--- src/rtl/uart_tx_queue.sv ---
// Byte FIFO in front of a UART transmitter, drained by an IDLE/ARMED/BUSY dispatcher.
// Optional feature: define UART_TXQ_COUNT_EN to add the 16-bit sent_count output.
`timescale 1ns/1ps

module uart_tx_queue #(
    parameter int unsigned DEPTH_LOG2 = 4
) (
    input  logic                  clk,
    input  logic                  rst,
    input  logic                  wr_valid,
    input  logic [7:0]            wr_data,
    output logic                  wr_ready,
    output logic [DEPTH_LOG2:0]   level,
    output logic                  empty,
    output logic                  overflow,
    output logic                  uart_transmit,
    output logic [7:0]            uart_tx_byte,
    input  logic                  uart_busy
`ifdef UART_TXQ_COUNT_EN
    ,
    output logic [15:0]           sent_count
`endif
);

    localparam int unsigned DEPTH = 2 ** DEPTH_LOG2;
    localparam int unsigned LW    = DEPTH_LOG2 + 1;
    localparam int unsigned PW    = DEPTH_LOG2;

    typedef enum logic [1:0] {IDLE, ARMED, BUSY} state_t;

    state_t          state;
    state_t          state_next;
    logic [7:0]      mem [DEPTH];
    logic [PW-1:0]   wr_ptr;
    logic [PW-1:0]   rd_ptr;
    logic            head_valid;
    logic            armed_wait;
    logic            push_c;
    logic            pop_c;

    // Flags come straight from the pre-edge occupancy, so a same-cycle pop never frees a slot.
    assign empty    = (level == LW'(0));
    assign wr_ready = (level != LW'(DEPTH));
    assign push_c   = wr_valid && wr_ready;

    // head_valid trails empty by one cycle: a byte must sit in the FIFO a full cycle before issue.
    always_ff @(posedge clk) begin
        if (rst) begin
            head_valid <= 1'b0;
        end else begin
            head_valid <= !empty;
        end
    end

    always_ff @(posedge clk) begin
        if (rst) begin
            state <= IDLE;
        end else begin
            state <= state_next;
        end
    end

    always_comb begin
        state_next = state;
        case (state)
            IDLE: begin
                if (pop_c) begin
                    state_next = ARMED;
                end
            end
            ARMED: begin
                if (uart_busy) begin
                    state_next = BUSY;
                end else if (armed_wait) begin
                    state_next = IDLE;
                end
            end
            BUSY: begin
                if (!uart_busy) begin
                    state_next = IDLE;
                end
            end
            default: state_next = IDLE;
        endcase
    end

    always_comb begin
        pop_c = 1'b0;
        if ((state == IDLE) && head_valid && !empty && !uart_busy) begin
            pop_c = 1'b1;
        end
    end

    // Marks the first quiet ARMED cycle; a second quiet cycle gives up on the UART and returns to IDLE.
    always_ff @(posedge clk) begin
        if (rst) begin
            armed_wait <= 1'b0;
        end else begin
            armed_wait <= (state == ARMED) && !uart_busy;
        end
    end

    always_ff @(posedge clk) begin
        if (push_c && !rst) begin
            mem[wr_ptr] <= wr_data;
        end
    end

    always_ff @(posedge clk) begin
        if (rst) begin
            wr_ptr        <= PW'(0);
            rd_ptr        <= PW'(0);
            level         <= LW'(0);
            overflow      <= 1'b0;
            uart_transmit <= 1'b0;
            uart_tx_byte  <= 8'h00;
        end else begin
            uart_transmit <= pop_c;
            if (push_c) begin
                wr_ptr <= wr_ptr + PW'(1);
            end
            if (pop_c) begin
                uart_tx_byte <= mem[rd_ptr];
                rd_ptr       <= rd_ptr + PW'(1);
            end
            if (wr_valid && !wr_ready) begin
                overflow <= 1'b1;
            end
            case ({push_c, pop_c})
                2'b10:   level <= level + LW'(1);
                2'b01:   level <= level - LW'(1);
                default: level <= level;
            endcase
        end
    end

`ifdef UART_TXQ_COUNT_EN
    // Counts issued start pulses; advances on the edge that raises uart_transmit.
    always_ff @(posedge clk) begin
        if (rst) begin
            sent_count <= 16'h0000;
        end else if (pop_c) begin
            sent_count <= sent_count + 16'd1;
        end
    end
`endif

endmodule

--- config.mk ---
export PLATFORM = sky130hd
export DESIGN_NAME = uart_tx_queue
export DESIGN_NICKNAME = d
export VERILOG_FILES = /design/src/rtl/uart_tx_queue.sv
export SDC_FILE = /design/constraint.sdc
export NUM_CORES = 1
export LEC_CHECK = 0
export CORE_AREA = 2 2 94 119
export DETAILED_ROUTE_END_ITERATION = 12
export DIE_AREA = 0 0 96 121
export GPL_ROUTABILITY_DRIVEN = 0
export GPL_TIMING_DRIVEN = 0
export PLACE_DENSITY = 0.74
export SYNTH_ARGS = -nofsm -noshare
export SYNTH_HDL_FRONTEND = slang
export SYNTH_SLANG_ARGS = --single-unit
--- constraint.sdc ---
create_clock -name clk -period 3.9 [get_ports clk]
set_input_delay 0.78 -clock clk [delete_from_list [all_inputs] [get_ports clk]]
set_output_delay 0.78 -clock clk [all_outputs]
set_load 0.005 [all_outputs]
# After elaboration in Yosys (flattened, before gate mapping)
# Memory sizes are Yosys's and may differ from the RTL's. A register that Yosys moved wholly into a read port is not among the register bits.
# Cells that the tools add are included.
# classes
n_reduce_logical	15
mux	9
eq_ne	8
n_addsub	4
# ops
operator	count
5-bit one-hot mux with 2 select lines	1
4-bit by 1-bit adder with 4-bit output, second input constant	2
2-bit 2-to-1 mux	4
1-bit logical AND	7
2-bit one-hot mux with 3 select lines	1
5-bit by 1-bit adder with 5-bit output, second input constant	1
5-bit logical NOT	1
5-bit inequality test, second input constant	1
5-bit by 1-bit subtractor with 5-bit output, second input constant	1
2-bit by 1-bit == test with 1-bit output, second input constant	2
2-bit == test, second input constant	2
1-bit logical NOT	4
2-bit inequality test, second input constant	2
1-bit 2-to-1 mux	3
3-bit inequality test, second input constant	1
3-bit AND reduction	1
2-bit logical NOT	1
2-bit nonzero test	1
# totals
inputBits	12
n_memories	1
wordCells	45
ram_bits	128
regBits	19
# memory_table
name	depth	width	rd	rd_ports_with_merged_regs	write_ports	line_no	rtl
mem	16	8	1	1	1	33	logic [7:0] mem [DEPTH];

# Logic depth before layout (Yosys ltp)
# Gate-level depths: netlist (run 1).
# logic_depth
word_depth	7
mapped_depth	11
mapped_depth_nobuf	11

# Worst setup path before layout (run 1)
# OpenSTA, ideal clock, no wires.
# synth_timing
kind	input-to-reg
start	input port uart_busy
end	register level[4]
setup_ps	121
n_path_buf	1
t_arrival_ps	3173
path_stages	11
required_time_ps	3779
path_slack_ps	606
cell_sequence	or4b_1 > a21oi_2 > buf_4 > ha_1 > inv_1 > fa_1 > nor2b_1 > o21ai_0 > nand3_1 > or3b_1 > mux2_2
# synth_between
elab_chain_cells	5
# synth_lines
item	line_no	rtl
start: declaration	18	input logic uart_busy
1-bit logical NOT (*)	89	if ((state == IDLE) && head_valid && !empty && !uart_busy) begin
1-bit logical AND (*)	89	
1-bit 2-to-1 mux (*)	89	
named net pop_c	39	logic pop_c;
2-bit by 1-bit == test with 1-bit output or 2-bit == test (tied branches)	129	case ({push_c, pop_c})
5-bit one-hot mux with 2 select lines or 2-bit nonzero test (tied branches)	-	
end signal: assignment	130	2'b10: level <= level + LW'(1);
end signal: assignment	131	2'b01: level <= level - LW'(1);
end signal: assignment	132	default: level <= level;
end: declaration	13	output logic [DEPTH_LOG2:0] level,
# Mark *: on every way through the listed nets, which the timed path passes. The rest lies on a longest branch.
# A chain may end at the register's enable or synchronous reset.

# Worst setup path after layout (run 1)
# Same ends and word-level chain as after synthesis.

==> results.txt, run 1 <==
----------------------------------------------------
[Floorplan]
  Initial core utilization ... roughly three fifths
  Horizontal die dimension ... 96 um
  I/O Pins ... 29
  Core area ... around 0.010 sq mm
  Number of rows in the core area ... 42
  Die area ... 0.0116 sq mm
  Vert. Die Dim ... about 120 um

[STA]
  Worst slack on hold paths ... 0.470 ns
  Share of the clock period used by the worst path after layout ... roughly nine tenths
  Worst slew slack as a fraction of its limit ... a little under a third
  Number of max-slew violations in the final report ... 0
  Final-report hold violation count ... 0
  Achievable frequency ... roughly 280 MHz
  Actual slew at the worst max-slew pin ... 1.00 ns
  Minimum period implied by the final worst setup slack ... between 3 and 4 ns
  Final setup fails ... 0
  Post-route clock skew ... 0.0134 ns
  Setup repair after global routing missed its margin ... false

[Min path]
  Class of the most critical hold timing path ... flip-flop to flip-flop

[Route]
  Length of the first detailed-routing pass in iterations ... 5
  Wirelength, routed ... 12100 um
  Via count ... roughly 3500
  Number of vias per cell after detailed routing ... roughly 6.0
  Initial DRC count ... 213
  Average wire per cell in the routed design ... between 20 and 25 um
  Number of remaining DRC errors ... 0
  Antenna-violating nets left ... 0

[Layout]
  Final-layout fill cell count ... 700
  FF+latch area ... between 0.004 and 0.005 sq mm
  Share of layout cells above drive strength 1 ... 11.2%
  # nets final ... approximately 460
  Signed area change from the synthesized netlist to the final layout ... 17.0%
  Final core occ ... roughly 69%
  Total inserted antenna cells ... 0
  Area taken by multi-input logic gates ... around 0.0017 sq mm

[Yosys]
  Number of synthesis warnings ... 0
  Flip-flop and latch count after synthesis ... 155
  Number of synthesized flops with an enable pin ... between 100 and 150
  Net count of the mapped netlist ... between 400 and 500
  Async set or reset register ratio after synthesis ... 0%
  Gate count of the mapped netlist ... between 300 and 400
  Total standard cell area after synthesis ... between 0.006 and 0.007 sq mm
  Distinct cells, synth ... ~40
  Primary flip-flop cell chosen by synthesis mapping ... sky130_fd_sc_hd__edfxtp_1
  Post-synthesis average cell area ... roughly 16 sq um
  Fraction of the yosys area taken by sequential cells ... 70.9%

[GRT]
  Initial antenna violation count ... 0
  Gr usage total ... 23.3%
  Total global routing overflow ... 0
  First-pass GRT wire length ... 18900 um
  Vias in the first global route ... 3451
  Largest net degree at the start of global routing ... 17

[CTS]
  Count of buffers added by post-CTS timing repair for setup ... 0
  H-tree depth reported by CTS ... 4
  Clock latency on the worst-skew pair ... about 0.42 ns
  Number of buffers on the longest clock path ... 2
  Num Clock Sinks ... about 160
  Number of buffers created by CTS ... 17
  Number of instances resized during post-cts repair ... 0
  Root buffer cell ... sky130_fd_sc_hd__clkbuf_16
  Clock transition at path regs ... 0.05 ns
  Hold_buf cts ... 0
  CTS tree ... built

[Power and ir drop]
  Power per unit of standard cell area ... roughly 510 mW/mm^2
  Standby leakage power ... roughly 2.3 nW
  Worst VDD drop ... between 0.3 and 0.4 mV
  Overall power consumption ... 3.72 mW

[Critical path]
  Cell Chain, Critical Path ... clkdlybuf4s50_1 > or4b_1 > a21oi_2 > buf_4 > ha_1 > inv_1 > fa_1 > nor2b_1 > o21ai_0 > nand3_1 > or3b_1 > mux2_2
  Worst setup SP type ... input port
  Crit path max-delay cell type ... sky130_fd_sc_hd__or4b_1
  Critical path endpoint category ... flip-flop
  Slowest cell delay on critical path ... slightly above 0.5 ns
  Arrival time of the worst setup path ... about 3.9 ns
  Max Fanout on Critical Path ... 10
  WP data required ... roughly 4.2 ns
  Path type of the worst setup path ... input port to flip-flop

[Job]
  Reported max-cap violation count ... 0

[Place]
  HPWL Detailed ... 7880 um
  Count of input and output buffers ... 28

[Status]
  Outcome ... finished clean

----------------------------------------------------
-- worst max-delay path: cells and delay by family --
| kind | cells | cell delay [ns] |
|---|---|---|
| AO/OA/AOI/OAI | 2 | 0.30 |
| buffers and inverters | 3 | 0.76 |
| AND/OR/NAND/NOR | 4 | 1.10 |
| adder cells (fa/ha/maj) | 2 | 0.63 |
| multiplexers | 1 | 0.27 |
-- cell usage after synthesis, types with 7 or more instances --
cell / number / area share [%]
sky130_fd_sc_hd__buf_2: 7 / 0.57
sky130_fd_sc_hd__inv_1: 9 / 0.55
sky130_fd_sc_hd__mux2i_1: 46 / 7.4
sky130_fd_sc_hd__nor2_1: 46 / 2.8
sky130_fd_sc_hd__ha_1: 9 / 1.8
sky130_fd_sc_hd__nand2_1: 14 / 0.85
sky130_fd_sc_hd__mux4_1: 7 / 3.0
sky130_fd_sc_hd__a211oi_1: 8 / 0.97
sky130_fd_sc_hd__dfxtp_1: 27 / 8.7
sky130_fd_sc_hd__edfxtp_1: 128 / 62
sky130_fd_sc_hd__o22ai_1: 22 / 2.2
-- cell families after synthesis --
| group | after synthesis | synth area share (%) |
|---|---|---|
| flip-flops | 155 | 70.9 |
| AND/OR/NAND/NOR | 82 | 6.21 |
| multiplexers | 57 | 11.7 |
| AO/OA/AOI/OAI | 49 | 5.66 |
| buffers and inverters | 26 | 2.14 |
| adder cells (fa/ha/maj) | 10 | 2.14 |
| XOR/XNOR | 9 | 1.27 |
-- state kept, by name (all words and copies together) (netlist names) --
| register | cells |
|---|---|
| mem | 128 |
| uart_tx_byte | 8 |
| level | 5 |
| rd_ptr | 4 |
| wr_ptr | 4 |
| state | 2 |
| armed_wait | 1 |
| head_valid | 1 |
| overflow | 1 |
| uart_transmit | 1 |
-- cell usage in the layout, fill, tap and decap left out, drive strengths merged, types with 2 or more instances in the layout --
cell / synthesis / routed
nor2b: 3 / 3
bufinv: 0 / 4
inv: 9 / 10
dfxtp: 27 / 27
a211oi: 8 / 8
or3: 2 / 2
mux2i: 46 / 46
clkbuf: 4 / 23
ha: 9 / 9
a2111oi: 6 / 6
nand2: 14 / 14
nand3: 2 / 2
buf: 13 / 13
o22ai: 22 / 22
nor2: 46 / 46
edfxtp: 128 / 128
xor2: 5 / 5
nand4: 2 / 2
a21o: 2 / 2
clkdlybuf4s50: 0 / 28
nand3b: 3 / 3
mux4: 10 / 10
nor3: 4 / 4
a21oi: 6 / 6
xnor2: 4 / 4
clkinvlp: 0 / 4
o21ai: 3 / 3
clkinv: 0 / 3
-- cell type report --
cell class / count / area share (%)
timing repair buffer: 28 / 3.87
inverter: 9 / 0.467
buffer: 17 / 1.37
sequential: 155 / 60.6
multi-input combinational: 207 / 23.1
clock inverter: 12 / 2.37
tap: 132 / 2.28
clock buffer: 19 / 5.98
-- path summary, 6_finish.rpt --
| path | from | to | slack [ns] | cells past startpoint |
|---|---|---|---|---|
| max | uart_busy | level[4]$_SDFFE_PP0P_ | 0.33 | 12 |
| min | overflow$_SDFFE_PP0P_ | overflow$_SDFFE_PP0P_ | 0.47 | 2 |
| max reg2reg | state[1]$_SDFFE_PP0P_ | level[4]$_SDFFE_PP0P_ | 0.76 | 11 |
| min reg2reg | overflow$_SDFFE_PP0P_ | overflow$_SDFFE_PP0P_ | 0.47 | 2 |
-- per-stage QoR --
step / cell area (sq um) / setup slack (ns) / instances / TNS (ns)
after CTS: 7240 / 0.339 / 579 / 0
final: 7240 / 0.332 / 579 / 0
after global placement: 6630 / -0.0709 / 548 / -0.0709
after floorplan: 6190 / 0.606 / 388 / 0
after detailed placement: 6630 / -0.0846 / 548 / -0.0846
after global routing: 7240 / 0.159 / 579 / 0
-- report_power, final --
part | switching, mW | leakage (nW) | internal, mW | total (mW)
registers | 0.0195 | 1.37 | 1.82 | 1.84
clock network | 0.609 | 0.285 | 1.06 | 1.67
logic | 0.115 | 0.653 | 0.0960 | 0.211
total | 0.744 | 2.31 | 2.98 | 3.72
-- metal layers --
layer	wire, um	GRT usage, %
met4	299	8.93
met1	4850	29.9
met5	0	0
met2	6280	37.5
met3	708	6.65
(Power assumes the default switching activity.)
==> run 2, diff against run 1 <==
CORE_AREA = 2 2 103 130   (was 2 2 94 119)
DIE_AREA = 0 0 105 132   (was 0 0 96 121)
MAX_ROUTING_LAYER = met4   (was not set)
PLACE_DENSITY = 0.63   (was 0.74)
SLEW_MARGIN = 15   (was not set)
==> run 2 against run 1 <==
Sequential share of layout area is 0.86 points lower. Core utilization decreased by 11 points. Hold slack got worse by 0.0072 ns. Count of clock-buffer cells in the layout grew 6. Design area up 1.4%. Sequential cell count stayed put. Power up 2.8%. Sequential power hardly changed. Largest cell class unchanged.
==> results.txt, run 2 (synthesis gave the netlist of run 1 again) <==
----------------------------------------------------
[Status]
  Outcome ... finished clean

[Route]
  Initial DRC count ... ~230
  Wirelength, routed ... 12600 um
  Number of remaining DRC errors ... 0
  Via count ... about 3400
  Number of vias per cell after detailed routing ... around 5.5
  Antenna-violating nets left ... 0
  Length of the first detailed-routing pass in iterations ... 5
  Average wire per cell in the routed design ... just over 20 um

[CTS]
  Number of buffers on the longest clock path ... 2
  Hold_buf cts ... 0
  CTS tree ... built
  Num Clock Sinks ... around 160
  Number of buffers created by CTS ... 17
  Clock latency on the worst-skew pair ... ~0.42 ns
  Clock transition at path regs ... 0.06 ns
  Number of instances resized during post-cts repair ... 0
  H-tree depth reported by CTS ... 4
  Count of buffers added by post-CTS timing repair for setup ... 0
  Root buffer cell ... sky130_fd_sc_hd__clkbuf_16

[STA]
  Summed negative setup slack over all endpoints ... 0 ns
  Share of the clock period used by the worst path after layout ... slightly above 90%
  Slack of the critical path ... around 0.3 ns
  Minimum period implied by the final worst setup slack ... around 3.6 ns
  Final setup fails ... 0
  Achievable frequency ... 278 MHz
  Worst slack on hold paths ... 0.463 ns
  Final-report hold violation count ... 0
  Worst slew slack as a fraction of its limit ... between 20% and 30%
  Actual slew at the worst max-slew pin ... around 1.1 ns
  Post-route clock skew ... between 0.007 and 0.008 ns
  Number of max-slew violations in the final report ... 0
  Setup repair after global routing missed its margin ... false

[GRT]
  First-pass GRT wire length ... ~19000 um
  Initial antenna violation count ... 0
  Largest net degree at the start of global routing ... 17
  Total global routing overflow ... 0
  Vias in the first global route ... between 3000 and 4000
  Gr usage total ... about a fifth

[Place]
  Count of input and output buffers ... 28
  Post-placement setup slack ... -0.136 ns
  HPWL Detailed ... approximately 8300 um
  Cells after DPL ... 584
  Placement Cell Area ... 0.00668 sq mm

[Critical path]
  Cell Chain, Critical Path ... clkdlybuf4s50_1 > or4b_1 > a21oi_2 > buf_4 > ha_1 > inv_1 > fa_1 > nor2b_1 > o21ai_0 > nand3_1 > or3b_1 > mux2_2
  Critical path endpoint category ... flip-flop
  Reg2Reg Capture Point ... level[4]$_SDFFE_PP0P_
  R2r startpoint ... state[1]$_SDFFE_PP0P_
  WP data required ... 4.21 ns
  Crit path max-delay cell type ... sky130_fd_sc_hd__or4b_1
  Arrival time of the worst setup path ... roughly 3.9 ns
  Logic depth of the worst setup path including buffers ... 12
  R2r setup slk ... 0.71 ns
  Max Fanout on Critical Path ... 10
  Start point of the critical path ... uart_busy
  Worst setup endpoint ... level[4]$_SDFFE_PP0P_
  Depth of the worst register-to-register path ... 11
  Path type of the worst setup path ... input port to flip-flop
  Combined buffer and inverter count along the critical path ... 3
  Slowest cell delay on critical path ... between 0.5 and 0.6 ns
  Worst setup SP type ... input port
  Cell family with most CP delay ... simple AND/OR/NAND/NOR gates

[Floorplan]
  Initial core utilization ... 49.3%
  Number of rows in the core area ... 46
  Core area ... about 0.013 sq mm
  I/O Pins ... 29
  Vert. Die Dim ... 132 um
  Die area ... between 0.01 and 0.015 sq mm
  Horizontal die dimension ... 105 um

[Job]
  Reported max-cap violation count ... 0

[Layout]
  Final Cell Area ... ~0.0073 sq mm
  Number of standard cells in the layout, taps in and fillers out ... about 620
  Commonest cells after routing, fill and taps aside ... sky130_fd_sc_hd__edfxtp_1, sky130_fd_sc_hd__nor2_1, sky130_fd_sc_hd__mux2i_1
  Max FFs per register ... about 130
  Final core occ ... approximately three fifths
  Total inserted antenna cells ... 0
  Signed area change from the synthesized netlist to the final layout ... 18.6%
  Most flop-heavy register ... mem
  Share of layout cells above drive strength 1 ... between 10% and 20%
  Leading cell type in the layout, fill and taps excluded ... sky130_fd_sc_hd__edfxtp_1
  Largest registers ... mem: 128 flops, uart_tx_byte: 8 flops, level: 5 flops
  # nets final ... about 460

[Power and ir drop]
  Worst VDD drop ... 0.283 mV
  Overall power consumption ... between 3 and 4 mW
  Power per unit of standard cell area ... 521 mW/mm^2
  Standby leakage power ... between 2 and 2.5 nW

[Min path]
  Class of the most critical hold timing path ... flip-flop to flip-flop

----------------------------------------------------
==> run 2: report_power, final <==
group	total [mW]	switching, mW	leakage [nW]	internal (mW)
combinational	0.211	0.116	0.653	0.0951
clock	1.78	0.630	0.326	1.15
sequential	1.84	0.0183	1.37	1.82
==> run 2: worst register-to-register path, delay by kind of cell (launching register included) <==
family | cells | cell delay, ns
and+or+nand+nor | 4 | 1.19
adders and majority gates | 2 | 0.64
DFF | 1 | 0.33
AOI/OAI and AO/OA | 2 | 0.32
buffers and inverters | 2 | 0.32
muxes | 1 | 0.27
==> run 2: cell type report <==
| class | count | area (sq um) |
|---|---|---|
| clock buffer | 25 | 571 |
| clock inverter | 7 | 92.6 |
| tap | 168 | 210 |
| fill | 1014 | 5210 |
| sequential | 155 | 4380 |
| multi-input combinational | 207 | 1670 |
| timing repair buffer | 28 | 280 |
| buffer | 17 | 98.8 |
| inverter | 9 | 33.8 |
==> run 2: how the worst min path moves through the flow <==
stage / start / endpoint / depth (start not counted)
detailed placement: armed_wait$_SDFF_PP0_ / state[0]$_SDFFE_PP0P_ / 2
CTS: armed_wait$_SDFF_PP0_ / state[0]$_SDFFE_PP0P_ / 2
global placement: armed_wait$_SDFF_PP0_ / state[0]$_SDFFE_PP0P_ / 2
global route: armed_wait$_SDFF_PP0_ / state[0]$_SDFFE_PP0P_ / 2
finish: armed_wait$_SDFF_PP0_ / state[0]$_SDFFE_PP0P_ / 2
floorplan: armed_wait$_SDFF_PP0_ / state[0]$_SDFFE_PP0P_ / 2
==> run 2: layer usage <==
layer	wire length, um	part of all wire [%]	global-route usage, %	vias to the layer above
met1	5390	43	24.6	1686
met2	6390	51	31.6	76
met4	351	2.8	9.11	0
met3	466	3.7	4.15	31
li1	-	-	-	1596
met5	0	0	-	-
==> run 3, diff against run 2 <==
CORE_AREA = 2 2 108 137   (was 2 2 103 130)
DIE_AREA = 0 0 110 139   (was 0 0 105 132)
HOLD_SLACK_MARGIN = 0.06   (was not set)
PLACE_DENSITY = 0.57   (was 0.63)
TNS_END_PERCENT = 5   (was not set)
==> run 3 against run 2 <==
Critical path depth unchanged. Global-route usage down 1.2 points. Count of clock-buffer cells in the layout is 8 lower. Sequential share of layout area is essentially flat. Sequential cell count is the same.
==> results.txt, run 3 (synthesis gave the netlist of run 1 again) <==
----------------------------------------------------
[STA]
  Worst slew slack as a fraction of its limit ... 34.1%
  Final setup fails ... 0
  Minimum period implied by the final worst setup slack ... 3.63 ns
  Share of the clock period used by the worst path after layout ... slightly above 90%
  Final-report hold violation count ... 0
  Post-route clock skew ... between 0.01 and 0.015 ns
  Summed negative setup slack over all endpoints ... 0 ns
  Slack of the critical path ... roughly 0.27 ns
  Setup repair after global routing missed its margin ... false
  Achievable frequency ... about 280 MHz
  Actual slew at the worst max-slew pin ... around 1 ns
  Number of max-slew violations in the final report ... 0

[Route]
  Number of vias per cell after detailed routing ... about 5.4
  Antenna-violating nets left ... 0
  Average wire per cell in the routed design ... between 20 and 25 um
  Via count ... ~3400
  Length of the first detailed-routing pass in iterations ... 4
  Initial DRC count ... approximately 270
  Number of remaining DRC errors ... 0
  Wirelength, routed ... between 10000 and 15000 um

[CTS]
  Count of buffers added by post-CTS timing repair for setup ... 0
  Number of buffers on the longest clock path ... 2
  Num Clock Sinks ... ~160
  Number of buffers created by CTS ... 17
  Clock transition at path regs ... 0.06 ns
  Hold_buf cts ... 0
  H-tree depth reported by CTS ... 4
  Root buffer cell ... sky130_fd_sc_hd__clkbuf_16
  Number of instances resized during post-cts repair ... 0
  Clock latency on the worst-skew pair ... roughly 0.42 ns
  CTS tree ... built

[Layout]
  Total inserted antenna cells ... 0
  Commonest cells after routing, fill and taps aside ... sky130_fd_sc_hd__edfxtp_1, sky130_fd_sc_hd__nor2_1, sky130_fd_sc_hd__mux2i_1
  Number of standard cells in the layout, taps in and fillers out ... between 600 and 700
  # nets final ... around 460
  Most flop-heavy register ... mem
  Final core occ ... a little over half
  Leading cell type in the layout, fill and taps excluded ... sky130_fd_sc_hd__edfxtp_1
  Largest registers ... mem: 128 flops, uart_tx_byte: 8 flops, level: 5 flops
  Max FFs per register ... between 100 and 150
  Share of layout cells above drive strength 1 ... between 10% and 20%
  Signed area change from the synthesized netlist to the final layout ... 18.6%

[GRT]
  Total global routing overflow ... 0
  Gr usage total ... 18.7%
  Vias in the first global route ... 3400
  First-pass GRT wire length ... approximately 20000 um
  Largest net degree at the start of global routing ... 17
  Initial antenna violation count ... 0

[Place]
  Cells after DPL ... around 590
  HPWL Detailed ... 8500 um
  Post-placement setup slack ... -0.154 ns
  Count of input and output buffers ... 28

[Power and ir drop]
  Logic pwr share ... approximately 5.5%
  Internal ... 3.05 mW
  Switching power as a share of total power ... 20.4%
  Worst VDD drop ... roughly 0.25 mV
  Clock power share ... a little under half
  Power per unit of standard cell area ... between 500 and 600 mW/mm^2
  Standby leakage power ... 2.33 nW
  Part of the total power dissipated in sequential elements ... 48.0%
  Power spent charging and discharging nets ... 0.781 mW

[Status]
  Outcome ... finished clean

[Floorplan]
  Die area ... roughly 0.015 sq mm
  I/O Pins ... 29
  Number of rows in the core area ... 49
  Core area ... between 0.01 and 0.015 sq mm
  Initial core utilization ... 44.1%
  Horizontal die dimension ... around 110 um
  Vert. Die Dim ... about 140 um

[Critical path]
  Slowest cell delay on critical path ... between 0.5 and 0.6 ns
  WP data required ... between 4 and 5 ns
  Max Fanout on Critical Path ... 10
  Start point of the critical path ... uart_busy
  Path type of the worst setup path ... input port to flip-flop
  Critical path endpoint category ... flip-flop
  Reg2Reg Capture Point ... level[4]$_SDFFE_PP0P_
  Cell family with most CP delay ... simple AND/OR/NAND/NOR gates
  Combined buffer and inverter count along the critical path ... 3
  R2r setup slk ... a little under 0.7 ns
  Worst setup endpoint ... level[4]$_SDFFE_PP0P_
  Worst setup SP type ... input port
  R2r startpoint ... state[1]$_SDFFE_PP0P_
  Cell Chain, Critical Path ... clkdlybuf4s50_1 > or4b_1 > a21oi_2 > buf_4 > ha_1 > inv_1 > fa_1 > nor2b_1 > o21ai_0 > nand3_1 > or3b_1 > mux2_2
  Arrival time of the worst setup path ... 3.94 ns
  Crit path max-delay cell type ... sky130_fd_sc_hd__or4b_1
  Logic depth of the worst setup path including buffers ... 12
  Depth of the worst register-to-register path ... 11

[Job]
  Reported max-cap violation count ... 0

[Min path]
  Class of the most critical hold timing path ... flip-flop to flip-flop

----------------------------------------------------
## run 3: worst min path at each step
stage,start,to,cells after the start
2_1_floorplan,armed_wait$_SDFF_PP0_,state[0]$_SDFFE_PP0P_,2
3_3_place_gp,armed_wait$_SDFF_PP0_,state[0]$_SDFFE_PP0P_,2
3_5_place_dp,armed_wait$_SDFF_PP0_,state[0]$_SDFFE_PP0P_,2
4_1_cts,armed_wait$_SDFF_PP0_,state[0]$_SDFFE_PP0P_,2
5_1_grt,armed_wait$_SDFF_PP0_,state[0]$_SDFFE_PP0P_,2
6_report,overflow$_SDFFE_PP0P_,overflow$_SDFFE_PP0P_,2
## run 3: worst register-to-register path, stage by stage, from the launching register on
cell and delay, ns:
sky130_fd_sc_hd__dfxtp_1 0.33, sky130_fd_sc_hd__or4b_1 0.57, sky130_fd_sc_hd__a21oi_2 0.21, sky130_fd_sc_hd__buf_4 0.23, sky130_fd_sc_hd__ha_1 0.25, sky130_fd_sc_hd__inv_1 0.11
sky130_fd_sc_hd__fa_1 0.39, sky130_fd_sc_hd__nor2b_1 0.16, sky130_fd_sc_hd__o21ai_0 0.13, sky130_fd_sc_hd__nand3_1 0.09, sky130_fd_sc_hd__or3b_1 0.36, sky130_fd_sc_hd__mux2_2 0.27
## run 3: power by group through the flow
stage,sequential [mW],clock (mW),combinational (mW)
CTS,1.84,1.82,0.216
detailed placement,1.87,0,0.214
finish,1.84,1.78,0.212
global placement,1.87,0,0.210
floorplan,1.87,0,0.116
global route,1.84,1.89,0.232
## run 3: routing by layer
| layer | global-route usage [%] | share of wire (%) | vias to the layer above |
|---|---|---|---|
| met2 | 29.3 | 53 | 70 |
| met3 | 4.42 | 3.8 | 14 |
| li1 | - | - | 1593 |
| met4 | 6.40 | 1.7 | 0 |
| met5 | - | 0 | - |
| met1 | 23.9 | 42 | 1716 |
## run 3: final cells by class
| class | count | area (sq um) |
|---|---|---|
| Buffer | 17 | 98.8 |
| Clock buffer | 17 | 425 |
| Clock inverter | 15 | 221 |
| Fill cell | 1168 | 6700 |
| Inverter | 9 | 33.8 |
| Multi-Input combinational cell | 207 | 1670 |
| Sequential cell | 155 | 4380 |
| Tap cell | 178 | 223 |
| Timing Repair Buffer | 28 | 280 |
## run 3: per-stage QoR
| stage | area [sq um] | total power, mW | hold slack, ns |
|---|---|---|---|
| after detailed placement | 6690 | 2.09 | 0.451 |
| after global routing | 7340 | 3.96 | 0.512 |
| after global placement | 6690 | 2.08 | 0.443 |
| after CTS | 7340 | 3.87 | 0.470 |
| final | 7340 | 3.83 | 0.470 |
| after floorplan | 6190 | 1.99 | 0.430 |
